`config.mk`:
```
export PLATFORM = sky130hd
export DESIGN_NAME = mem_arbiter
export DESIGN_NICKNAME = d
export VERILOG_FILES = /design/src/rtl/bus_pkg.sv /design/src/rtl/rr_pick2.sv /design/src/rtl/mem_arbiter.sv
export SDC_FILE = /design/constraint.sdc
export NUM_CORES = 1
export LEC_CHECK = 0
export CAP_MARGIN = 20
export CORE_MARGIN = 4
export CORE_UTILIZATION = 34
export DETAILED_ROUTE_END_ITERATION = 6
export GPL_ROUTABILITY_DRIVEN = 1
export GPL_TIMING_DRIVEN = 0
export PLACE_DENSITY = 0.8
export SLEW_MARGIN = 20
export SYNTH_ARGS = -nofsm -noshare
export SYNTH_HDL_FRONTEND = slang
export SYNTH_SLANG_ARGS = --single-unit
export TNS_END_PERCENT = 100
```
`constraint.sdc`:
```
create_clock -name clk -period 1.8 [get_ports clk]
set_input_delay 0.54 -clock clk [delete_from_list [all_inputs] [get_ports clk]]
set_output_delay 0.54 -clock clk [all_outputs]
set_load 0.01 [all_outputs]
```
`src/rtl/bus_pkg.sv`:
```
// Shared definitions for the processor's 9-bit memory bus.
//   arb_state_t : arbiter sequencing states
//   BUS_AW/BUS_DW : default address and data widths of the processor bus
package bus_pkg;

   localparam int unsigned BUS_AW = 9;
   localparam int unsigned BUS_DW = 9;

   typedef enum logic [1:0] {
      IDLE,
      ISSUE,
      RESP
   } arb_state_t;

endpackage

```
`src/rtl/rr_pick2.sv`:
```
// Combinational two-way round-robin picker.
//   req    : request lines of master 0 (bit 0) and master 1 (bit 1)
//   mask   : which requests are eligible this cycle
//   last   : master served most recently
//   valid  : at least one eligible request
//   winner : selected master (meaningful only when valid)
module rr_pick2 (
   input  logic [1:0] req,
   input  logic [1:0] mask,
   input  logic       last,
   output logic       valid,
   output logic       winner
);

   logic [1:0] cand;

   assign cand  = req & mask;
   assign valid = |cand;
   // On a tie the master not served last wins; otherwise the lone candidate.
   assign winner = (cand == 2'b11) ? ~last : cand[1];

endmodule

```
`src/rtl/mem_arbiter.sv`:
```
// Two-master round-robin arbiter in front of a single synchronous memory port.
//   clk, rst                 : clock and asynchronous active-high reset
//   mN_req/addr/wdata/we     : master N request (level, held until mN_ack)
//   mN_ack                   : one-cycle completion pulse to master N
//   mN_rdata                 : read data, mem_rdata while mN_ack, else 0
//   mem_addr/wdata/we        : registered memory command (valid in ISSUE)
//   mem_rdata                : memory read data, one cycle after the command
//   owner                    : master currently in transaction
//   busy                     : high while in ISSUE or RESP
module mem_arbiter
   import bus_pkg::*;
#(
   parameter int unsigned AW = BUS_AW,
   parameter int unsigned DW = BUS_DW
) (
   input  logic          clk,
   input  logic          rst,
   input  logic          m0_req,
   input  logic [AW-1:0] m0_addr,
   input  logic [DW-1:0] m0_wdata,
   input  logic          m0_we,
   output logic          m0_ack,
   output logic [DW-1:0] m0_rdata,
   input  logic          m1_req,
   input  logic [AW-1:0] m1_addr,
   input  logic [DW-1:0] m1_wdata,
   input  logic          m1_we,
   output logic          m1_ack,
   output logic [DW-1:0] m1_rdata,
   output logic [AW-1:0] mem_addr,
   output logic [DW-1:0] mem_wdata,
   output logic          mem_we,
   input  logic [DW-1:0] mem_rdata,
   output logic          owner,
   output logic          busy
);

   arb_state_t state;
   logic       last;
   logic [1:0] mask;
   logic       pick_valid;
   logic       pick_winner;

   // In RESP only the master not being acknowledged may compete, so the
   // owner's still-high request cannot be granted twice for one transaction.
   always_comb begin
      mask = 2'b00;
      case (state)
         IDLE:    mask = 2'b11;
         RESP:    mask = owner ? 2'b01 : 2'b10;
         default: mask = 2'b00;
      endcase
   end

   rr_pick2 u_pick (
      .req    ({m1_req, m0_req}),
      .mask   (mask),
      .last   (last),
      .valid  (pick_valid),
      .winner (pick_winner)
   );

   always_ff @(posedge clk or posedge rst) begin
      if (rst) begin
         state     <= IDLE;
         mem_addr  <= '0;
         mem_wdata <= '0;
         mem_we    <= 1'b0;
         m0_ack    <= 1'b0;
         m1_ack    <= 1'b0;
         owner     <= 1'b0;
         last      <= 1'b1;
         busy      <= 1'b0;
      end else begin
         m0_ack <= 1'b0;
         m1_ack <= 1'b0;
         case (state)
            IDLE, RESP: begin
               mem_we <= 1'b0;
               if (pick_valid) begin
                  mem_addr  <= pick_winner ? m1_addr  : m0_addr;
                  mem_wdata <= pick_winner ? m1_wdata : m0_wdata;
                  mem_we    <= pick_winner ? m1_we    : m0_we;
                  owner     <= pick_winner;
                  last      <= pick_winner;
                  state     <= ISSUE;
                  busy      <= 1'b1;
               end else begin
                  state <= IDLE;
                  busy  <= 1'b0;
               end
            end
            ISSUE: begin
               // Memory samples the command at this edge; result arrives in RESP.
               mem_we <= 1'b0;
               m0_ack <= ~owner;
               m1_ack <= owner;
               state  <= RESP;
               busy   <= 1'b1;
            end
            default: begin
               mem_we <= 1'b0;
               state  <= IDLE;
               busy   <= 1'b0;
            end
         endcase
      end
   end

   assign m0_rdata = m0_ack ? mem_rdata : '0;
   assign m1_rdata = m1_ack ? mem_rdata : '0;

endmodule

```
==> impl_metrics.py <==
metrics = {
    "outcome": {
        "outcome": "complete, no violations",
    },
    "sta": {
        "period_share_pct": 97.5,
        "fmax_mhz": 570,
        "rsz0062_at_grt": "no",
        "worstMarginPinSlew_ns": 0.314,
        "period_minus_slack_ns": 1.75,
        "clock_skew_ns": 0.00142,
        "maxSlewHeadroom_pct": 79.0,
        "setup_tns_ns": 0,
        "hold_viol_final": 0,
        "slew_violations": 0,
        "setup_viol": 0,
    },
    "clock_network": {
        "cts_tree": "built",
        "cts_buffer_depth": 2,
        "clk_latency_ns": 0.27,
        "clkSinkCount": 26,
        "cts_root_buffer": "clkbuf_8",
        "cts_max_level": 1,
        "hold_buffers": 0,
        "cts_made_buffers": 3,
        "path_clk_slew_ns": 0.09,
    },
    "floorplanning": {
        "die_area_um2": 4780,
        "die_w_um": 69.1,
        "num_io_pins": 92,
        "dieHeight_um": 69.1,
        "start_util_pct": 36.6,
        "core_area_um2": 3470,
        "num_rows": 21,
    },
    "grt": {
        "grt_pass1_wl_um": 6730,
        "grt_overflow": 0,
        "antenna_found_initial": 0,
        "grt_max_degree": 27,
        "grt_pass1_vias": 1342,
        "track_usage_pct": 17.6,
    },
    "pwr": {
        "leakagePower_nw": 1.18,
        "peakVddDrop_mv": 0.700,
        "power.density_nw_per_um2": 1430,
    },
    "drt": {
        "wire_per_inst_um": 16.1,
        "drt_iter0_markers": 23,
        "drc": 0,
        "dr.pass1.iters": 4,
        "drt_wl_total_um": 4170,
        "vias_per_cell": 4.88,
        "vias": 1265,
        "ant_nets": 0,
    },
    "layout": {
        "diodes": 0,
        "regArea_um2": 656,
        "syn_to_final_growth_pct": 83.3,
        "drive_above_1_share_pct": 19.7,
        "fin_nets": 265,
        "fillCellCount": 290,
        "multi_input_area_um2": 561,
        "final_cells": 259,
        "final_area_um2": 2330,
    },
    "logic_synthesis": {
        "synth_top_area_share_pct": 49.3,
        "synthTopCellsByArea": "dfrtp_1 (49%), a21o_1 (11%), and2_1 (9.9%)",
        "synth_top_area_cell": "dfrtp_1",
        "synth.yosys.warnings": 0,
        "synth_nets": 161,
        "syn_area_um2": 1270,
        "synth-seq-cells": 26,
        "synthCells": 110,
        "avgSynthCellArea_um2": 11.5,
        "ys_types": 23,
        "ys_seq_area_share_pct": 51.3,
    },
    "setup_path": {
        "critPathLaunchType": "register",
        "path_cells": "buf_4 > and2_1 > clkdlybuf4s15_1",
        "arrival_ns": 1.21,
        "r2r-start": "owner",
        "crit_path_end_kind": "primary output",
        "cp-startpoint": "m1_ack",
        "cp_max_fo": 6,
        "crit_type": "register to primary output",
        "cp_data_required_time_ns": 1.26,
        "rrSetupSlack_ns": 0.18,
        "cpPeakStageDelay_ns": 0.44,
        "critPathSlowestCell": "dfrtp_2",
    },
    "hold_path": {
        "min_path_type": "input pin to asynchronous set/reset pin",
    },
    "run": {
        "cap_violations": 0,
    },
    "place": {
        "port_buffers": 91,
        "placed_area_um2": 2240,
        "gp_congestion": 0.886,
        "dp.final_hpwl_um": 3200,
        "dp_cells": 247,
    },
}
==> final cells by class <==
cell class	instances	area share, %
Inverter	5	0.806
Clock buffer	4	1.93
Tap cell	46	2.47
Buffer	5	1.67
Timing Repair Buffer	99	40.9
Multi-Input combinational cell	74	24.1
Sequential cell	26	28.2
==> kinds of logic after synthesis <==
group | synth area share (%)
flops | 51.3
compound gates | 29.4
buf+inv | 4.53
simple gates | 14.8
==> cell usage in the layout, fill, tap and decap left out <==
master           netlist  layout
o31ai_1                1       1
clkbuf_16              0       1
dfstp_2                1       1
o221ai_2               1       1
nand2b_1               1       1
clkdlybuf4s15_2        0       4
dfrtp_2                0       3
nand2b_2               1       1
dlymetal6s2s_1         0       5
buf_2                  1      11
clkinv_1               0       1
dlygate4sd2_1          0       7
a311oi_2               1       1
inv_1                  4       3
o21ai_1                2       2
nor2b_4                1       1
clkbuf_8               0       3
buf_4                  3       8
clkbuf_1               0       1
a22o_1                14      14
inv_2                  1       1
a211oi_4               1       1
dfrtp_1               25      22
nand3_1                1       1
nor2_1                 2       2
nor2b_1                1       1
a21o_1                19      19
nand2_1                4       4
a22o_2                 4       4
and2_1                20      20
buf_6                  1       1
clkdlybuf4s50_1        0      62
clkdlybuf4s15_1        0       5
==> final timing paths <==
check | endpoint | cells after the start
setup / recovery | m1_rdata[3] | 3
hold / removal | mem_wdata[4] | 2
setup reg to reg | mem_wdata[6] | 7
hold reg to reg | mem_addr[7] | 1
max in group asynchronous | last | 3
min in group clk | mem_addr[7] | 1
==> synth_stat cells, drive strengths merged <==
cell type,number
o221ai,1
nand3,1
inv,5
dfstp,1
o21ai,2
a21o,19
dfrtp,25
nand2b,2
nor2b,2
o31ai,1
a22o,18
a311oi,1
and2,20
buf,5
nand2,4
nor2,2
a211oi,1
==> per-layer routing <==
metal,GRT usage [%],vias to the layer above,wire length [um]
met1,20.7,589,1620
met4,8.46,0,93
met3,3.92,8,310
li1,-,600,-
met2,30.1,68,2140
met5,0,-,0
==> critical path, delay by kind of cell, from the launching register on <==
| kind | cells | cell delay (ns) |
|---|---|---|
| flip-flops | 1 | 0.44 |
| buffers and inverters | 2 | 0.37 |
| AND/OR/NAND/NOR | 1 | 0.13 |
==> timing repair <==
action	CTS	global route
resized for setup	69	4
cloned	1	0
pin swaps	2	2
endpoints found under the setup margin	37	26
setup buffers	4	2
==> power breakdown <==
part	switching, mW	leakage [nW]	total, mW	internal, mW
Sequential	0.182	0.315	1.07	0.884
Combinational	0.818	0.841	1.93	1.12
Clock	0.179	0.0228	0.338	0.158
Total	1.18	1.18	3.34	2.16
==> state kept, by name (all words and copies together), names as in the netlist <==
name       flops
m0_ack         1
mem_addr       9
mem_wdata      9
mem_we         1
last           1
m1_ack         1
busy           1
owner          1
state          2
==> stage by stage <==
| stage | power (mW) | worst slack, ns | hold slack [ns] | utilization [%] |
|---|---|---|---|---|
| after floorplan | 1.99 | 0.384 | 0.497 | - |
| after global placement | 2.90 | -0.442 | 0.457 | 64.5 |
| after detailed placement | 2.98 | -0.467 | 0.464 | 64.5 |
| after CTS | 3.32 | 0.00294 | 0.485 | 65.5 |
| after global routing | 3.57 | 0.00537 | 0.454 | 67.1 |
| final | 3.34 | 0.0459 | 0.459 | 67.1 |
Power figures use the tool's default switching activity.
